[config.mk]
export PLATFORM = sky130hd
export DESIGN_NAME = mul_issue_ctrl
export DESIGN_NICKNAME = d
export VERILOG_FILES = /design/src/rtl/mul_issue_ctrl.sv
export SDC_FILE = /design/constraint.sdc
export NUM_CORES = 1
export LEC_CHECK = 0
export BUFFER_PORTS_ARGS = -buffer_cell sky130_fd_sc_hd__buf_2
export CORE_ASPECT_RATIO = 0.75
export CORE_UTILIZATION = 57
export CTS_CLUSTER_DIAMETER = 40
export DETAILED_ROUTE_END_ITERATION = 8
export PLACE_DENSITY = 0.85
export SETUP_SLACK_MARGIN = 0.4
export SLEW_MARGIN = 10
export SYNTH_ARGS = -nofsm -noshare
export SYNTH_HDL_FRONTEND = slang
export SYNTH_SLANG_ARGS = --single-unit
[constraint.sdc]
create_clock -name clk -period 10.5 [get_ports clk]
set_input_delay 0.525 -clock clk [delete_from_list [all_inputs] [get_ports clk]]
set_output_delay 0.525 -clock clk [all_outputs]
set_load 0.01 [all_outputs]
[src/rtl/mul_issue_ctrl.sv]
// EX-stage sequencer for the shared iterative multiplier: accepts one M-extension request,
// issues it or serves it from a one-entry result cache, stalls the pipe, and writes the result back.
module mul_issue_ctrl #(
  parameter int XLEN     = 32,
  parameter int TIMEOUT  = 40,
  parameter bit CACHE_EN = 1'b1
) (
  input  logic            clk,
  input  logic            rst,
  input  logic            ex_valid,
  input  logic            ex_is_mul,
  input  logic [1:0]      ex_op,
  input  logic [XLEN-1:0] ex_rs1,
  input  logic [XLEN-1:0] ex_rs2,
  input  logic [4:0]      ex_rd,
  input  logic            flush,
  output logic            start_m,
  output logic [1:0]      m_op,
  output logic [XLEN-1:0] m_opa,
  output logic [XLEN-1:0] m_opb,
  input  logic            m_done,
  input  logic [XLEN-1:0] m_result,
  output logic            stall,
  output logic            wb_valid,
  output logic [4:0]      wb_rd,
  output logic [XLEN-1:0] wb_data,
  output logic            timeout_err,
  output logic [2:0]      dbg_state,
  output logic            dbg_cache_valid
);

  localparam int CW = $clog2(TIMEOUT + 1);

  typedef enum logic [2:0] {
    S_IDLE  = 3'd0,
    S_HIT   = 3'd1,
    S_ISSUE = 3'd2,
    S_WAIT  = 3'd3,
    S_RESP  = 3'd4
  } state_t;

  state_t          r_state;
  state_t          w_next;

  logic [1:0]      r_op;
  logic [XLEN-1:0] r_rs1;
  logic [XLEN-1:0] r_rs2;
  logic [4:0]      r_rd;
  logic [XLEN-1:0] r_wb_data;
  logic            r_kill;
  logic [CW-1:0]   r_cnt;

  logic            r_cache_valid;
  logic [1:0]      r_tag_op;
  logic [XLEN-1:0] r_tag_rs1;
  logic [XLEN-1:0] r_tag_rs2;
  logic [XLEN-1:0] r_cache_data;

  logic            w_acc;
  logic            w_hit;
  logic            w_done;
  logic            w_start;
  logic            w_stall;
  logic            w_wb_valid;
  logic            w_timeout;

  // Handshake: a request is taken in any IDLE cycle where ex_valid & ex_is_mul are high
  // and flush is low; stall is the back-pressure that holds EX until the HIT/RESP beat.
  assign w_acc  = ex_valid & ex_is_mul & ~flush & (r_state == S_IDLE);
  assign w_hit  = CACHE_EN & r_cache_valid & (ex_op == r_tag_op) &
                  (ex_rs1 == r_tag_rs1) & (ex_rs2 == r_tag_rs2);
  assign w_done = (r_state == S_WAIT) & m_done;

  always_ff @(posedge clk or posedge rst) begin
    if (rst) begin
      r_state <= S_IDLE;
    end else begin
      r_state <= w_next;
    end
  end

  always_comb begin
    w_next     = r_state;
    w_start    = 1'b0;
    w_stall    = w_acc;
    w_wb_valid = 1'b0;
    w_timeout  = 1'b0;
    case (r_state)
      S_IDLE: begin
        if (w_acc) begin
          w_next = w_hit ? S_HIT : S_ISSUE;
        end
      end
      S_HIT: begin
        w_wb_valid = ~flush;
        w_next     = S_IDLE;
      end
      S_ISSUE: begin
        w_start = 1'b1;
        w_stall = 1'b1;
        w_next  = S_WAIT;
      end
      S_WAIT: begin
        w_stall = 1'b1;
        if (m_done) begin
          w_next = S_RESP;
        end else if (r_cnt == CW'(TIMEOUT - 1)) begin
          w_timeout = 1'b1;
          w_next    = S_IDLE;
        end
      end
      S_RESP: begin
        w_wb_valid = ~flush & ~r_kill;
        w_next     = S_IDLE;
      end
      default: begin
        w_next = S_IDLE;
      end
    endcase
  end

  // Request latch; m_op/m_opa/m_opb only change on accept, so they hold through WAIT.
  always_ff @(posedge clk or posedge rst) begin
    if (rst) begin
      r_op      <= 2'd0;
      r_rs1     <= '0;
      r_rs2     <= '0;
      r_rd      <= 5'd0;
      r_wb_data <= '0;
    end else begin
      if (w_acc) begin
        r_op  <= ex_op;
        r_rs1 <= ex_rs1;
        r_rs2 <= ex_rs2;
        r_rd  <= ex_rd;
        if (w_hit) begin
          r_wb_data <= r_cache_data;
        end
      end
      if (w_done) begin
        r_wb_data <= m_result;
      end
    end
  end

  always_ff @(posedge clk or posedge rst) begin
    if (rst) begin
      r_cnt  <= '0;
      r_kill <= 1'b0;
    end else begin
      if (r_state == S_ISSUE) begin
        r_cnt <= '0;
      end else if (r_state == S_WAIT) begin
        r_cnt <= r_cnt + CW'(1);
      end
      if (r_state == S_IDLE) begin
        r_kill <= 1'b0;
      end else if (flush && (r_state == S_ISSUE || r_state == S_WAIT)) begin
        r_kill <= 1'b1;
      end
    end
  end

  // A killed request still refreshes the cache: the multiplier result is correct regardless.
  always_ff @(posedge clk or posedge rst) begin
    if (rst) begin
      r_cache_valid <= 1'b0;
      r_tag_op      <= 2'd0;
      r_tag_rs1     <= '0;
      r_tag_rs2     <= '0;
      r_cache_data  <= '0;
    end else begin
      if (w_done) begin
        r_cache_valid <= 1'b1;
        r_tag_op      <= r_op;
        r_tag_rs1     <= r_rs1;
        r_tag_rs2     <= r_rs2;
        r_cache_data  <= m_result;
      end else if (w_timeout) begin
        r_cache_valid <= 1'b0;
      end
    end
  end

  assign start_m         = w_start;
  assign stall           = w_stall;
  assign wb_valid        = w_wb_valid;
  assign timeout_err     = w_timeout;
  assign m_op            = r_op;
  assign m_opa           = r_rs1;
  assign m_opb           = r_rs2;
  assign wb_rd           = r_rd;
  assign wb_data         = r_wb_data;
  assign dbg_state       = r_state;
  assign dbg_cache_valid = r_cache_valid;

endmodule

# After elaboration in Yosys (flattened, before gate mapping)
# Index checks and enable logic that the tools add are counted.
# W data, S select, Z words.
op_classes:
  reduce_logical: 11
  eq_ne: 10
  addsub: 1
  bitwise: 10
  n_mux: 20
op_table:
  columns: ["op", "n"]
  rows:
  - ["$mux W32", 3]
  - ["$eq A32 B32 Y1", 2]
  - ["$mux W6", 2]
  - ["$reduce_bool A2 Y1", 5]
  - ["$mux W1", 9]
  - ["$mux W3", 3]
  - ["$pmux W3 S3", 1]
  - ["$and A1 B1 Y1", 8]
  - ["$add A6 B1 Y6 const B", 1]
  - ["$eq A3 B2 Y1 const B", 2]
  - ["$eq A6 B6 Y1 const B", 1]
  - ["$reduce_and A2 Y1", 2]
  - ["$eq A3 B1 Y1 const B", 1]
  - ["$eq A3 B3 Y1 const B", 1]
  - ["$logic_not A3 Y1", 1]
  - ["$ne A3 B2 Y1 const B", 1]
  - ["$eq A2 B2 Y1", 1]
  - ["$mux W2", 1]
  - ["$ne A2 B2 Y1 const B", 1]
  - ["$not A1 Y1", 2]
  - ["$pmux W1 S2", 1]
  - ["$reduce_or A2 Y1", 1]
  - ["$logic_and A1 B1 Y1", 1]
  - ["$logic_or A1 B1 Y1", 1]
word_totals:
  wordCells: 65
  ff_bits: 212
  in_bits: 109
  out_inout_bits: 111

# Longest topological paths before layout
logic_depth:
  word_depth: 7
  depth_mapped: 8

# Least setup slack after synthesis
# OpenSTA, ideal clock, no wires.
synth_path:
  path_kind: "input -> register"
  start: "input port flush"
  end: "register r_wb_data[20], in the netlist wb_data[20]"
  stages: 6
  path_slack_ns: 8.283
  n_path_buf: 1
  arrival_ns: 2.092
  cell_sequence: "or4_4 > nor2_4 > nand4_1 > o21ai_2 > buf_6 > mux2_2"
synth_between:
  elab_chain_cells: 5
synth_lines:
  columns: ["item", "line", "rtl"]
  rows:
  - ["start: declaration", "16", "input logic flush,"]
  - ["$not A1 Y1", "69", "assign w_acc = ex_valid & ex_is_mul & ~flush & (r_state == S_IDLE);"]
  - ["$and A1 B1 Y1 (2 in series)", "69", null]
  - ["$reduce_bool A2 Y1 (no line)", null, null]
  - ["$reduce_and A2 Y1 (no line)", null, null]
  - ["end signal: assignment", "137", "r_wb_data <= r_cache_data;"]
  - ["end signal: assignment", "141", "r_wb_data <= m_result;"]
  - ["end: declaration", "49", "logic [XLEN-1:0] r_wb_data;"]
# No other way between the ends.
# A chain may end at the register's enable or synchronous reset.

# Worst setup path in the final report
layout_path:
  start: "register r_state[0], in the netlist dbg_state[0]"
  end: "register r_wb_data[2], in the netlist wb_data[2]"
layout_between:
  elab_chain_cells: 4
layout_lines:
  columns: ["item", "line", "rtl"]
  rows:
  - ["start: declaration", "42", "state_t r_state;"]
  - ["start signal: assignment", "78", "r_state <= w_next;"]
  - ["$eq A3 B2 Y1 or $logic_not A3 Y1 (tied branches)", "72, 69", null]
  - ["$and A1 B1 Y1, on equally long branches", "72, 69", null]
  - ["$reduce_bool A2 Y1 (no line)", null, null]
  - ["$reduce_and A2 Y1 (no line)", null, null]
# Several ways; a longest one is shown, not always the timed one.

==> reports/summary.txt <==
Leading area contributor after synthesis: dfrtp_1
Share of cells above drive strength 1: 35.3%
Peak Freq: 0.269 GHz
Total CTS buffers: 24
Fin cells: 1257
Max cap viols: 0
Endpoints failing setup: 0
Fin util: 72.1%
Clock share of power: 25.3%
CTS H-Tree Depth: 1
Core area: 0.0152 mm^2
Slowest stage cell on the critical path: o21ai_4
Sequential fraction of the synthesis area: 59.6%
# diodes: 0
Routed wl met2: 9850 um
Initial Util: 58.5%
CP Max Fanout: 32
DR WL/cell: 17.2 um
Final hold vios: 0
Die X: 146 um
Worst EP arrival: 4.10 ns
Endpoint class of the critical path: flop
Clock tree from TritonCTS: done
Area Growth Syn to Fin: 23.3%
First-pass GRT wire length: 33900 um
Post-CTS sizing: 0
Final worst path period need: 3.71 ns
Final Cycle Share: 35.4%
Largest net degree at the start of global routing: 139
Top sig layer: met4
Setup CP Type: flop to flop
Yosys top cell area share: 59.6%
CTS hold repair buffers: 0
Cell area after synthesis: 0.00890 mm^2
Gr ovfl total: 0
Post-detail-place hpwl: 14600 um
Worst Tran Pin Value: 1.13 ns
Setup TNS: 0 ns
Vias: 6725
Leak Pwr: 5.56 nW
Drt first pass iters: 6
NumNets Final: 1145
Syn_area_per_cell: 10.9 um^2
Most common cell after layout, fill and taps aside: nand2_1
Unrepaired setup endpoints after global routing: false
Syn nets: 929
Clk_lat worst skew: 0.51 ns
R2r endpoint: wb_data[2]
Site Rows: 39
Peak supply drop: 187 uV
Dpl cells: 1214
Worst rel slew slack: 24.2%
#FFs+latches synth: 212
WL met1: 9580 um
Sw Ratio: 34.6%
Detailed route wirelength on metal3: 1650 um
Commonest cells after routing, fill and taps aside: nand2_1, buf_2, dfrtp_1, mux2_2, xnor2_1
Run status: finished clean
Worst reg2reg setup slack: 6.79 ns
# fillers: 1125
Pwr dens: 307 mW/mm^2
P_int: 0.00220 W
Cell Area, Placed: 0.0102 mm^2
Root Buffer: clkbuf_16
Cells after synthesis: 819
Startpoint type of the worst setup path: flop
Combinational power share: 31.7%
Critical R2R Launch: dbg_state[0]
Clock-pin slew on the worst setup and hold paths: 0.06 ns
Design Area, Final: 0.0110 mm^2
Part of the power in registers: 43.0%
1st-iter DRT viols: 359
Clk_skew: 0.0190 ns
Critical Path, Cell by Cell: or4_4 > nor2_4 > nand4_1 > o21ai_4 > mux2_2
Final WL: 21600 um
Vias in the first global route: 6533
Pwr Total: 0.00337 W
Hold Path Class: input port to asynchronous set/reset pin
CP max stage delay: 0.93 ns
Max Slew Vio Count: 0
ANT nets after route: 0
CTS max path bufs: 3
# IOs: 220
Initial antenna violation count: 0
Residual DRC: 0
Port Buf Inserts: 219
Setup repair bufs after CTS: 0
Switch Pwr: 0.00116 W
Vias per cell: 5.35
Worst Reg-to-Reg Cells: 5
Placer Congestion: 0.869
Syn. warnings: 0
Die height: 110 um
Post-synth cell types: 30
Die area: 0.0161 mm^2
Top post-synthesis cells by area: dfrtp_1, mux2_2, nand2_1
Required @ worst endpoint: 10.88 ns
Clock sinks: 212
Overall Global Routing Usage: 27.1%
-- power groups by stage --
stage	Sequential (W)	Clock, W	Combinational (W)
after floorplan	0.00150	0	0.000588
after global placement	0.00143	0	0.00102
after detailed placement	0.00145	0	0.00106
after CTS	0.00145	0.000866	0.00107
after global routing	0.00150	0.000895	0.00118
final	0.00145	0.000852	0.00107
-- how the worst max path moves through the flow --
stage          slack (ns)               to    startpoint
4_1_cts              6.79       wb_data[4]  dbg_state[0]
2_1_floorplan        4.18  dbg_cache_valid           rst
5_1_grt              6.52       wb_data[8]  dbg_state[0]
3_3_place_gp         6.86       wb_data[8]         flush
3_5_place_dp         6.81      wb_data[15]         flush
6_report             6.79       wb_data[2]  dbg_state[0]
-- cells by family (layout without fill, tap and decap cells) --
group	Yosys count	count (layout)	synth area share (%)
simple gates	377	377	18.0
flops	212	212	59.6
mux	104	104	13.1
xor+xnor	51	51	5.02
buf+inv	48	281	2.40
compound gates	26	26	1.71
fa+ha+maj	1	1	0.141
-- state kept, by name (all words and copies together), names as in the netlist --
| signal | cells |
|---|---|
| r_cache_data | 32 |
| r_cnt | 6 |
| dbg_state | 3 |
| r_tag_rs2 | 32 |
| r_tag_op | 2 |
| wb_data | 32 |
| m_opa | 32 |
| m_opb | 32 |
| dbg_cache_valid | 1 |
| r_tag_rs1 | 32 |
| m_op | 2 |
| wb_rd | 5 |
| r_kill | 1 |
-- metal layers --
| metal | GRT usage (%) | vias up |
|---|---|---|
| met5 | 0.313 | - |
| met4 | 7.66 | 0 |
| met3 | 7.12 | 42 |
| met2 | 42.1 | 258 |
| met1 | 37.9 | 3298 |
| li1 | - | 3127 |
-- cells in the mapped netlist, drive strengths merged --
| cell | number |
|---|---|
| nand4 | 25 |
| a22o | 1 |
| o22ai | 6 |
| nor2b | 4 |
| nand4b | 2 |
| mux2 | 103 |
| o21ai | 16 |
| nor4b | 1 |
| dfrtp | 212 |
| or4 | 2 |
| nand3 | 9 |
| xor2 | 2 |
| nor4 | 8 |
| clkbuf | 17 |
| o31ai | 3 |
| nor2 | 5 |
| buf | 16 |
| mux2i | 1 |
| nand2b | 18 |
| nor3 | 3 |
| xnor2 | 49 |
| inv | 15 |
| nand2 | 300 |
| ha | 1 |
-- metrics by stage --
| stage | hold WS, ns | worst slack [ns] |
|---|---|---|
| finish | 0.229 | 6.79 |
| floorplan | 0.436 | 4.18 |
| global route | 0.232 | 6.52 |
| CTS | 0.213 | 6.79 |
| global placement | 0.449 | 6.86 |
| detailed placement | 0.456 | 6.81 |
-- cell type report --
type	instances	area (um^2)	share of cell area [%]
flip-flops and latches	212	5310	48.3
multi-input cells	559	3400	31.0
repair buffers	223	1130	10.3
clock buffers	32	692	6.30
well taps	205	256	2.34
clock inverters	11	133	1.21
inverters	15	65.1	0.593
-- critical path, delay by kind of cell, from the launching register on --
family             cells  cell delay, ns
and+or+nand+nor        3            1.62
muxes                  1            0.43
AOI/OAI and AO/OA      1            0.93
DFF                    1            0.56
Power figures use the tool's default switching activity.
